File: config.mk
export PLATFORM = sky130hd
export DESIGN_NAME = serial_sub
export DESIGN_NICKNAME = d
export VERILOG_FILES = /design/src/rtl/serial_sub_pkg.sv /design/src/rtl/serial_sub_half_sub.sv /design/src/rtl/serial_sub.sv
export SDC_FILE = /design/constraint.sdc
export NUM_CORES = 1
export LEC_CHECK = 0
export ABC_AREA = 1
export CORE_MARGIN = 2
export CORE_UTILIZATION = 52
export DETAILED_ROUTE_END_ITERATION = 8
export PLACE_DENSITY = 0.84
export SLEW_MARGIN = 20
export SYNTH_ARGS = -nofsm -noshare
export SYNTH_HDL_FRONTEND = slang
export SYNTH_HIERARCHICAL = 1
export SYNTH_SLANG_ARGS = --single-unit
File: constraint.sdc
create_clock -name clk -period 1.57 [get_ports clk]
set_clock_uncertainty 0.05 [all_clocks]
set_input_delay 0.3925 -clock clk [delete_from_list [all_inputs] [get_ports clk]]
set_output_delay 0.3925 -clock clk [all_outputs]
set_load 0.01 [all_outputs]
File: src/rtl/serial_sub_pkg.sv
// Shared types and defaults for the bit-serial subtractor.
// Used by serial_sub and its half_sub cells.
package serial_sub_pkg;

    typedef enum logic [1:0] {
        IDLE  = 2'd0,
        SHIFT = 2'd1,
        DONE  = 2'd2
    } state_t;

    localparam int SERIAL_SUB_W = 8;

endpackage

File: src/rtl/serial_sub_half_sub.sv
// Gate-level half subtractor: d = x - y, bo = borrow out.
// Two of these plus a borrow flop form the serial full subtractor.
module half_sub (
    output logic d,
    output logic bo,
    input  logic x,
    input  logic y
);

    assign d  = x ^ y;
    assign bo = ~x & y;

endmodule

File: src/rtl/serial_sub.sv
// Bit-serial W-bit subtractor (diff = a - b), LSB first, start/done handshake.
// Define SERIAL_SUB_OVF_EN to register the signed-overflow flag on ovf.
module serial_sub
    import serial_sub_pkg::*;
#(
    parameter int W = SERIAL_SUB_W
) (
    input  logic         clk,
    input  logic         rst,
    input  logic         start,
    input  logic [W-1:0] a,
    input  logic [W-1:0] b,
    output logic         ready,
    output logic         busy,
    output logic         done,
    output logic [W-1:0] diff,
    output logic         borrow_out,
    output logic         ovf
);

    localparam int CW = $clog2(W);
    localparam logic [CW-1:0] LAST = CW'(W - 1);

    state_t        state;
    logic [W-1:0]  a_sr;
    logic [W-1:0]  b_sr;
    logic [W-1:0]  res_sr;
    logic [CW-1:0] cnt;
    logic          brw;
    logic          d1;
    logic          b1;
    logic          d;
    logic          b2;
    logic          brw_nxt;

    half_sub u_hs0 (
        .d  (d1),
        .bo (b1),
        .x  (a_sr[0]),
        .y  (b_sr[0])
    );

    half_sub u_hs1 (
        .d  (d),
        .bo (b2),
        .x  (d1),
        .y  (brw)
    );

    assign brw_nxt = b1 | b2;

    assign ready = (state == IDLE);
    assign busy  = (state == SHIFT);
    assign done  = (state == DONE);

`ifdef SERIAL_SUB_OVF_EN
    logic sa;
    logic sb;
`endif

    always_ff @(posedge clk or posedge rst) begin
        if (rst) begin
            state      <= IDLE;
            a_sr       <= '0;
            b_sr       <= '0;
            res_sr     <= '0;
            cnt        <= '0;
            brw        <= 1'b0;
            diff       <= '0;
            borrow_out <= 1'b0;
`ifdef SERIAL_SUB_OVF_EN
            sa         <= 1'b0;
            sb         <= 1'b0;
            ovf        <= 1'b0;
`endif
        end else begin
            unique case (state)
                IDLE: begin
                    if (start) begin
                        a_sr  <= a;
                        b_sr  <= b;
                        brw   <= 1'b0;
                        cnt   <= '0;
`ifdef SERIAL_SUB_OVF_EN
                        sa    <= a[W-1];
                        sb    <= b[W-1];
`endif
                        state <= SHIFT;
                    end
                end
                SHIFT: begin
                    a_sr   <= a_sr >> 1;
                    b_sr   <= b_sr >> 1;
                    res_sr <= {d, res_sr[W-1:1]};
                    brw    <= brw_nxt;
                    // hold cnt on the last bit so it never wraps
                    if (cnt == LAST) begin
                        diff       <= {d, res_sr[W-1:1]};
                        borrow_out <= brw_nxt;
`ifdef SERIAL_SUB_OVF_EN
                        ovf        <= (sa != sb) && (d != sa);
`endif
                        state      <= DONE;
                    end else begin
                        cnt <= cnt + 1'b1;
                    end
                end
                DONE: begin
                    state <= IDLE;
                end
                default: begin
                    state <= IDLE;
                end
            endcase
        end
    end

`ifndef SERIAL_SUB_OVF_EN
    assign ovf = 1'b0;
`endif

endmodule

==> results of run 1 <==
[registers in the layout, indices dropped and copies added, names as in the netlist]
register / count
brw: 1
b_sr: 8
borrow_out: 1
res_sr: 7
cnt: 3
a_sr: 8
diff: 8
state: 2
[area by class of cell]
cell class / count / area share (%)
well taps: 46 / 2.470
inverters: 18 / 3.008
repair buffers: 49 / 20.09
clock buffers: 5 / 1.611
multi-input cells: 150 / 30.24
flip-flops and latches: 38 / 40.87
clock inverters: 3 / 1.719
[per-stage QoR]
step	power, mW	hold WS (ns)	utilization, %	cells	instance area, µm²
2_1_floorplan	2.976	0.3922	-	216	1794
3_3_place_gp	3.576	0.4078	66.18	295	2208
3_5_place_dp	3.646	0.4122	66.18	295	2208
4_1_cts	4.330	0.3230	69.33	308	2313
5_1_grt	4.802	0.3622	69.82	309	2330
6_report	4.337	0.3263	69.82	309	2330
[power groups by stage]
| stage | Combinational, mW | Sequential [mW] | Clock, mW |
|---|---|---|---|
| 2_1_floorplan | 1.32 | 1.66 | 0 |
| 3_3_place_gp | 1.93 | 1.65 | 0 |
| 3_5_place_dp | 1.98 | 1.67 | 0 |
| 4_1_cts | 2.01 | 1.65 | 0.670 |
| 5_1_grt | 2.38 | 1.71 | 0.717 |
| 6_report | 2.02 | 1.66 | 0.657 |
[worst register-to-register path: cells and delay by family (launching register included)]
family,cells,cell delay [ns]
buffers and inverters,5,0.62
DFF,1,0.43
and+or+nand+nor,4,0.31
[cell families (layout without fill, tap and decap cells)]
| logic type | Yosys count | count (layout) |
|---|---|---|
| and+or+nand+nor | 128 | 128 |
| DFF | 38 | 38 |
| other | 1 | 1 |
| adders and majority gates | 4 | 4 |
| buffers and inverters | 28 | 75 |
| AOI/OAI and AO/OA | 17 | 17 |
[worst paths after layout]
check                      cells past startpoint  slack (ns)       end
max                                            4        0.02      busy
max reg2reg                                    9        0.11    cnt[1]
min                                            3        0.33   diff[0]
min in group clk                               2        0.44   diff[1]
max in group asynchronous                      3        0.95  state[0]
min reg2reg                                    2        0.44   diff[1]
[synth_stat cells]
master	instances	share of area (%)
buf_4	4	1.7
nor2_1	3	0.63
inv_1	15	3.1
ha_1	4	2.8
nand3_1	19	5.3
o21ai_2	8	3.9
dfrtp_1	38	53
nand2_2	1	0.35
conb_1	1	0.21
nor2_4	1	0.63
buf_2	3	0.84
inv_2	3	0.63
buf_6	3	1.9
nor2_2	1	0.35
o21ai_4	1	0.91
o21ai_0	8	2.2
nand2_1	103	22
[what timing repair did]
action                                  CTS  global route
endpoints found under the setup margin   12             8
resized for setup                        25             5
pin swaps                                 2             0
buffers inserted                          5             1
[per-layer routing]
| layer | global-route usage, % | wire [µm] | vias to the layer above | share of wire [%] |
|---|---|---|---|---|
| met5 | 0 | 0 | - | 0 |
| met4 | 5.000 | 25 | 0 | 0.70 |
| met3 | 5.586 | 208 | 4 | 5.8 |
| met2 | 36.42 | 1756 | 44 | 49 |
| met1 | 27.28 | 1567 | 665 | 44 |
| li1 | - | - | 759 | - |
==> results.cfg, run 1 <==
[sta]
max_freq_mhz = 643.2
hold_violations = 0
setup_viol = 0
setup_ws_ns = 0.01520
post-route-period-util_pct = 99.03
finalCriticalPeriod_ns = 1.555
slew_viol_final = 0
rsz0062_at_grt = yes
fin_setup_tns_ns = 0

[floorplan]
die_w_um = 62.74
dieArea_mm2 = 0.003936
start_util_pct = 53.77
ioPinCount = 32
die_h_um = 62.74
core_area_mm2 = 0.003337
rows = 21

[cells_and_area]
layout.cells.most_common = nand2_1
n_antenna_cell = 0
drive_above_1_share_pct = 18.63
area_growth_syn_to_layout_pct = 29.85
nets = 285
fillers = 278
multiInputGateArea_um2 = 704.4
seq_area_um2 = 952.2
layout_common_cells = nand2_1 (102), dfrtp_1 (37), nand3_1 (19)

[synthesis]
synth.distinct_cells = 17
synth-simple-area-share_pct = 28.80
synth_area_per_cell_um2 = 8.307
synth-seq-cells = 38
synth_top_family_by_area = simple AND/OR/NAND/NOR gates
synthesis.nets = 239
ys_seq_area_share_pct = 53.00
ys.warnings.count = 6
synth_xor_area_share_pct = 0
synth_compound_area_share_pct = 7.043
synth_fa_ha_area_share_pct = 2.789
postSynthCellCount = 216
synthMuxAreaShare_pct = 0
syn_area_mm2 = 0.001794

[clocking]
clock_sinks = 38
holdBufCountCts = 0
clockRootBuffer = clkbuf_4
h-tree-depth = 2
clkTransAtPathRegs_ns = 0.11
clock_latency_ns = 0.34
clockBufferDepth = 2
cts_buffers = 5
cts_tree = done

[setup_path]
critical_path.max_stage_delay_ns = 0.43
path_cells = buf_6 > inv_4 > nor2_4 > buf_6
end_kind = output port
path_class = reg -> out
worstSetupStartpointType = register
reg2reg_from = state[1]
worstSetupStartpoint = state[0]
arrival_ns = 1.11
cp_slowest_cell = dfrtp_2
path_delay_family = flip-flops
required_ns = 1.13
crit_top_cell = buf_6
crit_fanout = 4
critPathBufInv = 3

[global_route]
grt_overflow_total = 0
grtUsageTotal_pct = 21.34
antenna_found_initial = 0
grt_pass1_vias = 1509
grt_start_max_net_pins = 39
grt_pass1_wl_um = 6686

[power]
power_leakage_nw = 1.278
p_int_mw = 2.641
power.share.combinational_pct = 46.6
pwr-share-clk_pct = 15.2
power.density_mw_per_mm2 = 1862
pwr-share-seq_pct = 38.2
sw_frac_of_total_pct = 39.10
switching_power_mw = 1.696
peakVddDrop_mv = 1.046

[route]
vias = 1472
antenna_left = 0
drt_iter0_drc = 149
drc_errors = 0
drt-vias-per-instance = 4.764
drtPass1Iterations = 4
routed_wl_um = 3558
routedWlPerCell_um = 11.51

[placement]
dp_slack_ns = -0.03269
io_buffers = 30
dpl.hpwl_um = 2393
gp_congestion = 0.8226

[flow_run]
max_cap_viol_count = 0

[status]
status = complete, no violations

[min_path]
hold_path.class = in -> async
Power figures use the tool's default switching activity.
==> run 2, diff against run 1 <==
- GPL_TIMING_DRIVEN: default -> 0
==> run 2 against run 1 <==
The run now ends with setup timing left; register-to-register slack lost 0.06 ns; design area increased by 0.43%; routed wire length rose by 3.5%; clock power hardly changed; worst hold slack better by 0.11 ns; first-iteration DRC count down 19%; utilization is 0.30 points higher; clock-buffer cell count is the same; die area stayed put; critical path type unchanged; largest power group unchanged.
==> results.cfg, run 2 (synthesized netlist as in run 1, its figures left out) <==
[sta]
slew_viol_final = 0
post-route-period-util_pct = 103.9
relSlewSlack_pct = 49.05
worst_pin_slew_ns = 0.7631
fin_setup_tns_ns = -0.09671
finalCriticalPeriod_ns = 1.632
hold_violations = 0
whs_ns = 0.4409
setup_ws_ns = -0.06200
rsz0062_at_grt = yes
max_freq_mhz = 612.7
setup_viol = 2

[cells_and_area]
nets = 284
reg_top3 = a_sr x8, b_sr x8, diff x8
layout.cells.most_common = nand2_1
area_growth_syn_to_layout_pct = 30.40
drive_above_1_share_pct = 18.70
fin_area_mm2 = 0.002340
n_antenna_cell = 0
layout_common_cells = nand2_1 (102), dfrtp_1 (37), nand3_1 (19)
fillers = 258

[floorplan]
die_w_um = 62.74
dieArea_mm2 = 0.003936
ioPinCount = 32
rows = 21
start_util_pct = 53.77
core_area_mm2 = 0.003337
die_h_um = 62.74

[route]
drc_errors = 0
drt-vias-per-instance = 4.828
routed_wl_um = 3681
vias = 1487
drt_iter0_drc = 121
routedWlPerCell_um = 11.95
drtPass1Iterations = 4
antenna_left = 0

[global_route]
antenna_found_initial = 0
grt_start_max_net_pins = 39
grtUsageTotal_pct = 20.44
grt_pass1_wl_um = 6320
grt_pass1_vias = 1410
grt_overflow_total = 0

[setup_path]
required_ns = 1.13
critical_path.max_stage_delay_ns = 0.39
path_cells = buf_6 > buf_12 > nor2_4 > buf_6
reg2reg_slack_ns = 0.05
rr_worst_depth = 10
path_delay_family = flip-flops
reg2reg_from = state[0]
worstSetupStartpointType = register
path_class = reg -> out
r2r_end = b_sr[6]
crit_fanout = 5
cp_slowest_cell = dfrtp_1
end_kind = output port
critPathBufInv = 3
arrival_ns = 1.19
crit_top_cell = buf_6

[min_path]
holdCritStartpoint = diff[5]
holdPathStages = 2
hold_path.class = reg -> reg
min_to = diff[5]

[clocking]
cts_tree = done
holdBufCountCts = 0
clock_latency_ns = 0.34
clkTransAtPathRegs_ns = 0.12
h-tree-depth = 2
clockRootBuffer = clkbuf_4
clockBufferDepth = 2
clock_sinks = 38
cts_buffers = 5

[power]
power_leakage_nw = 1.269
peakVddDrop_mv = 0.9878
power.density_mw_per_mm2 = 1902

[flow_run]
max_cap_viol_count = 0

[status]
violations = setup timing
status = finished with violations

[placement]
postPlaceCellArea_mm2 = 0.002152
io_buffers = 30
gp_congestion = 0.8083
dp_slack_ns = -0.2332
dpl.hpwl_um = 2372
## run 2: worst register-to-register path: cells and delay by family (launching register included)
| family | cells | cell delay, ns |
|---|---|---|
| buffers and inverters | 5 | 0.66 |
| flip-flops | 1 | 0.39 |
| AND/OR/NAND/NOR | 5 | 0.37 |
## run 2: layout make-up
class                   instances  area, µm²  share of cell area (%)
inverters                      18      70.07                   2.995
clock inverters                 3      40.04                   1.711
plain buffers                   9      91.34                   3.904
clock buffers                   5      37.54                   1.604
multi-input cells             150      714.4                   30.53
repair buffers                 39      376.6                   16.10
well taps                      46      57.56                   2.460
flip-flops and latches         38      952.2                   40.70
## run 2: worst max-delay path by stage
| stage | start | end | slack [ns] | cells after the start |
|---|---|---|---|---|
| after floorplan | cnt[0] | diff[5] | 0.25 | 6 |
| after global placement | rst | a_sr[2] | -0.51 | 2 |
| after detailed placement | state[1] | done | -0.23 | 4 |
| after CTS | state[0] | done | -0.10 | 4 |
| after global routing | state[1] | ready | -0.12 | 3 |
| final | state[0] | ready | -0.06 | 4 |
## run 2: power breakdown
group / switching (mW) / internal (mW) / total [mW]
Clock: 0.324 / 0.330 / 0.654
Sequential: 0.224 / 1.41 / 1.63
Combinational: 1.20 / 0.965 / 2.16
Total: 1.74 / 2.70 / 4.45
## run 2: layer usage
metal	GRT usage, %	vias to the layer above	share of wire (%)
met5	0	-	0
met2	34.41	36	47
li1	-	754	-
met3	4.505	10	4.5
met4	7.500	0	2.6
met1	25.93	687	45
## run 2: stage by stage
stage                     power, mW  utilization, %  cells
after global placement        3.564           64.49    292
after CTS                     4.346           68.13    305
after floorplan               2.976               -    216
after global routing          4.855           70.12    308
final                         4.449           70.12    308
after detailed placement      3.630           64.49    292
## run 2: repair_timing
item,4_1_cts,5_1_grt
gates resized for setup,28,10
cloned,0,0
pin swaps,2,1
buffers inserted,6,3
setup endpoints to repair,12,3
hold endpoints to repair,0,0
